--- config.mk ---
export PLATFORM = sky130hd
export DESIGN_NAME = flex_rx_frame_sr
export DESIGN_NICKNAME = d
export VERILOG_FILES = /design/src/rtl/rx_frame_pkg.sv /design/src/rtl/flex_stp_sr.sv /design/src/rtl/flex_rx_frame_sr.sv
export SDC_FILE = /design/constraint.sdc
export NUM_CORES = 1
export LEC_CHECK = 0
export ABC_AREA = 1
export ABC_CLOCK_PERIOD_IN_PS = 2900
export BUFFER_PORTS_ARGS = -buffer_cell sky130_fd_sc_hd__buf_2
export CELL_PAD_IN_SITES_DETAIL_PLACEMENT = 0
export CELL_PAD_IN_SITES_GLOBAL_PLACEMENT = 1
export CORE_ASPECT_RATIO = 0.6
export CORE_MARGIN = 10
export CORE_UTILIZATION = 40
export DETAILED_ROUTE_END_ITERATION = 16
export GPL_TIMING_DRIVEN = 0
export PLACE_DENSITY_LB_ADDON = 0.12
export SLEW_MARGIN = 20
export SYNTH_ARGS = -nofsm -noshare
export SYNTH_HDL_FRONTEND = slang
export SYNTH_SLANG_ARGS = --single-unit
--- constraint.sdc ---
create_clock -name clk -period 2.9 [get_ports clk]
set_input_delay 0.725 -clock clk [delete_from_list [all_inputs] [get_ports clk]]
set_output_delay 0.725 -clock clk [all_outputs]
set_load 0.02 [all_outputs]
--- src/rtl/rx_frame_pkg.sv ---
// Shared types and helpers for the UART receive-frame datapath.
// Holds the frame FSM state encoding and frame-length arithmetic.
package rx_frame_pkg;

   typedef enum logic [1:0] {
      IDLE  = 2'd0,
      SHIFT = 2'd1,
      LOAD  = 2'd2
   } rx_frame_state_t;

   function automatic int frame_bits(
      input int data_bits,
      input int parity_en,
      input int stop_bits
   );
      return data_bits + parity_en + stop_bits;
   endfunction

endpackage

--- src/rtl/flex_stp_sr.sv ---
// Flexible serial-to-parallel shift register.
// SHIFT_MSB=1 shifts toward the MSB, SHIFT_MSB=0 shifts toward the LSB.
module flex_stp_sr #(
   parameter int NUM_BITS  = 4,
   parameter int SHIFT_MSB = 1
) (
   input  logic                clk,
   input  logic                n_rst,
   input  logic                shift_enable,
   input  logic                serial_in,
   output logic [NUM_BITS-1:0] parallel_out
);

   logic [NUM_BITS-1:0] next_out;

   // Select the shifted value; serial_in enters the end opposite the shift.
   always_comb begin
      next_out = parallel_out;
      if (shift_enable) begin
         if (SHIFT_MSB != 0)
            next_out = (parallel_out << 1) | NUM_BITS'(serial_in);
         else
            next_out = (parallel_out >> 1)
                     | (NUM_BITS'(serial_in) << (NUM_BITS - 1));
      end
   end

   // Shift register state.
   always_ff @(posedge clk or negedge n_rst) begin
      if (!n_rst)
         parallel_out <= '0;
      else
         parallel_out <= next_out;
   end

endmodule

--- src/rtl/flex_rx_frame_sr.sv ---
// UART receive-frame shift register: counts frame bits, then latches
// the data word with parity and stop-bit checks in a single LOAD cycle.
module flex_rx_frame_sr
   import rx_frame_pkg::*;
#(
   parameter int DATA_BITS  = 8,
   parameter int PARITY_EN  = 0,
   parameter int PARITY_ODD = 0,
   parameter int STOP_BITS  = 1,
   parameter int LSB_FIRST  = 1
) (
   input  logic                 clk,
   input  logic                 n_rst,
   input  logic                 clear,
   input  logic                 shift_strobe,
   input  logic                 serial_in,
   output logic [DATA_BITS-1:0] packet_data,
   output logic                 parity_error,
   output logic                 framing_error,
   output logic                 frame_done,
   output logic                 busy
);

   localparam int FB = frame_bits(DATA_BITS, PARITY_EN, STOP_BITS);
   localparam int CW = $clog2(FB + 1);
   localparam logic [CW-1:0] LAST = CW'(FB - 1);
   // Parity sits just above the data; index is unused without parity.
   localparam int PI = (PARITY_EN != 0) ? DATA_BITS : 0;

   rx_frame_state_t     state;
   logic [CW-1:0]       count;
   logic [FB-1:0]       sr;
   logic                shift_en;
   logic [DATA_BITS-1:0] data_field;
   logic [DATA_BITS-1:0] word;
   logic                par_err;
   logic                frm_err;

   assign shift_en = (state == SHIFT) && shift_strobe && !clear;

   flex_stp_sr #(
      .NUM_BITS  (FB),
      .SHIFT_MSB (0)
   ) u_sr (
      .clk          (clk),
      .n_rst        (n_rst),
      .shift_enable (shift_en),
      .serial_in    (serial_in),
      .parallel_out (sr)
   );

   // Extract the data word in the requested bit order and check the frame.
   always_comb begin
      word       = '0;
      data_field = sr[DATA_BITS-1:0];
      for (int i = 0; i < DATA_BITS; i++) begin
         if (LSB_FIRST != 0)
            word[i] = data_field[i];
         else
            word[i] = data_field[DATA_BITS-1-i];
      end
      par_err = (PARITY_EN != 0)
             && ((^data_field ^ sr[PI]) != (PARITY_ODD != 0));
      frm_err = ~&sr[FB-1 -: STOP_BITS];
   end

   // Frame FSM with bit counter and registered outputs.
   always_ff @(posedge clk or negedge n_rst) begin
      if (!n_rst) begin
         state         <= IDLE;
         count         <= '0;
         packet_data   <= '0;
         parity_error  <= 1'b0;
         framing_error <= 1'b0;
         frame_done    <= 1'b0;
         busy          <= 1'b0;
      end else begin
         frame_done <= 1'b0;
         unique case (state)
            IDLE: begin
               if (clear) begin
                  state <= SHIFT;
                  count <= '0;
                  busy  <= 1'b1;
               end
            end
            SHIFT: begin
               if (clear) begin
                  count <= '0;
               end else if (shift_strobe) begin
                  count <= count + 1'b1;
                  if (count == LAST)
                     state <= LOAD;
               end
            end
            LOAD: begin
               packet_data   <= word;
               parity_error  <= par_err;
               framing_error <= frm_err;
               frame_done    <= 1'b1;
               count         <= '0;
               if (clear) begin
                  state <= SHIFT;
                  busy  <= 1'b1;
               end else begin
                  state <= IDLE;
                  busy  <= 1'b0;
               end
            end
            default: begin
               state <= IDLE;
               busy  <= 1'b0;
            end
         endcase
      end
   end

endmodule
==> flow_metrics.tcl <==
set metrics [dict create \
    io_pins 17 \
    fin_crit_sh 0.535 \
    combPwrFrac 0.149 \
    seqCellArea_um2 651 \
    die_h_um 61.4 \
    cts_made_buffers 3 \
    cts_max_level 1 \
    grt_pass1_vias 727 \
    max_freq_mhz 645 \
    layout_min_cycle_time_ps 1550 \
    place_congestion 0.776 \
    dieArea_mm2 0.00546 \
    post-cts-setup-buffers 0 \
    areaGrowthSynthToFinish_pct 14.9 \
    drt_iter0_markers 24 \
    grt_max_degree 27 \
    p_seq_frac 0.553 \
    ys_seq_elements 26 \
    viasPerCell 4.54 \
    dpl.hpwl_um 1540 \
    multi_input_area_um2 382 \
    synth.net_count 123 \
    cap_violations 0 \
    synthTopCellsByArea "dfrtp_1, nand2_1, o21ai_2, inv_1, o21ai_0" \
    slew_headroom 0.615 \
    worst_ep_arrival_time_ps 830 \
    final_hold_viol_count 0 \
    p_int_w 0.000564 \
    fin_skew_ps 3.40 \
    cp_num_buf_inv 1 \
    synth_warnings 0 \
    drc_errors 0 \
    vias 759 \
    rsz0062_at_grt "no" \
    worstMarginPinSlew_ps 577 \
    powerDensity_mw_per_mm2 583 \
    critPathLaunchType "flip-flop" \
    slew_violations 0 \
    synth_area_leader_cell "dfrtp_1" \
    cp-end-kind "primary output" \
    clkLatencyLatePin_ps 270 \
    critPathMaxFanout 2 \
    clock_power_share 0.298 \
    antenna_found_initial 0 \
    status "finished clean" \
    ctsHoldBuffers 0 \
    first_pass_iters 4 \
    swShare 0.262 \
    fin_nets 143 \
    synth_top_area_frac 0.570 \
    wire_per_inst_um 12.2 \
    antenna_cells 0 \
    hold_class "input pin to async pin" \
    setup_viol 0 \
    drive_gt1_frac 0.296 \
    numPortBuffers 15 \
    fp.dieW_um 89.0 \
    critPathRequiredTime_ps 2170 \
    path_cells "buf_2" \
    critPathKind "flip-flop to primary output" \
    num-fill-cells 248 \
    tns_ps 0 \
    crit_family "flip-flops" \
    irDropWorstVdd_mv 0.306 \
    std_cell_rows 14 \
    p_leak_nw 0.685 \
    postCtsResizedCells 0 \
    wirelength_um 2040 \
    slowest_stage "dfrtp_1" \
    grtUsageTotal 0.0829 \
    yosysUniqueCellTypes 23 \
    synth_seq_area_share 0.570 \
    coreArea_mm2 0.00261 \
    postSynthCellCount 116 \
    cts_tree "yes" \
    clk_pin_slew_ps 90 \
    synth_area_mm2 0.00114 \
    root_buffer "clkbuf_8" \
    slowest_delay_ps 400 \
    whs_ps 444 \
    clockBufferDepth 2 \
    grt-ovfl-total 0 \
    p_switching_w 0.000200 \
    avgSynthCellArea_um2 9.85 \
    clock-sinks 26 \
    postRouteAntennaNets 0 \
    grt_pass1_wl_um 3440 \
    initial_utilization 0.438 \
]
-- synthesized netlist by cell type, drive strengths merged --
library cell  count
nor3              1
nand3             6
buf               5
nor2              6
inv              18
nand4             1
conb              1
o22ai             1
ha                2
o21ai            20
a21oi             2
nand2            27
dfrtp            26
-- cells by family (layout without fill, tap and decap cells) --
group,count (synthesis),count (layout),synth area share
buffers and inverters,23,42,0.0964
AO/OA/AOI/OAI,23,23,0.140
other,1,1,0.00328
adder cells (fa/ha/maj),2,2,0.0219
flip-flops,26,26,0.570
AND/OR/NAND/NOR,41,41,0.169
-- power groups by stage --
| stage | Sequential (W) | Clock, W | Combinational [W] |
|---|---|---|---|
| 5_1_grt | 0.000428 | 0.000256 | 0.000130 |
| 4_1_cts | 0.000423 | 0.000240 | 0.000116 |
| 3_3_place_gp | 0.000429 | 0 | 0.000113 |
| 3_5_place_dp | 0.000430 | 0 | 0.000116 |
| 2_1_floorplan | 0.000425 | 0 | 0.0000895 |
| 6_report | 0.000423 | 0.000228 | 0.000114 |
-- stage by stage --
step / cell area (um^2) / std cells / setup WS [ps] / total power, W / utilization
after CTS: 1310 / 167 / 1340 / 0.000779 / 0.503
after global placement: 1260 / 163 / 1440 / 0.000542 / 0.482
after detailed placement: 1260 / 163 / 1420 / 0.000546 / 0.482
after floorplan: 1140 / 116 / 1620 / 0.000515 / -
final: 1310 / 167 / 1350 / 0.000765 / 0.503
after global routing: 1310 / 167 / 1310 / 0.000815 / 0.503
-- final timing paths --
check                      depth (start not counted)                               end  slack, ps                       start
max                                                1                    packet_data[6]       1350  packet_data[6]$_DFFE_PN0N_
min                                                1              count[3]$_DFFE_PN0P_        440                       n_rst
max reg2reg                                        6  u_sr.parallel_out[8]$_DFFE_PN0P_       1760        state[0]$_DFFE_PN0P_
min reg2reg                                        2        packet_data[0]$_DFFE_PN0N_        480  packet_data[0]$_DFFE_PN0N_
max in group asynchronous                          1        packet_data[4]$_DFFE_PN0N_       2070                       n_rst
min in group clk                                   2        packet_data[0]$_DFFE_PN0N_        480  packet_data[0]$_DFFE_PN0N_
-- flip-flops by register name, indices dropped and copies added, names as in the netlist --
name,cells
u_sr.parallel_out,9
packet_data,8
count,4
state,2
busy,1
frame_done,1
framing_error,1
-- cell usage in the layout (no fill, tap or decap), types with 4 or more instances in the layout --
master and count:
clkbuf_8 4, inv_1 17, nand2_1 27, o21ai_0 10
nor2_1 4, buf_2 16, nand3_1 4, dfrtp_1 26
o21ai_2 9
-- layout make-up --
| class | instances | share of cell area |
|---|---|---|
| Tap cell | 32 | 0.0305 |
| Clock buffer | 4 | 0.0419 |
| Inverter | 18 | 0.0515 |
| Sequential cell | 26 | 0.496 |
| Buffer | 5 | 0.0324 |
| Multi-Input combinational cell | 67 | 0.291 |
| Timing Repair Buffer | 15 | 0.0572 |
-- layer usage --
layer	vias up	global-route usage	part of all wire
met5	-	0	0
met4	0	0.0203	0.0039
met3	2	0.0329	0.051
met2	12	0.115	0.40
met1	345	0.117	0.54
li1	400	-	-
Power figures use the tool's default switching activity.
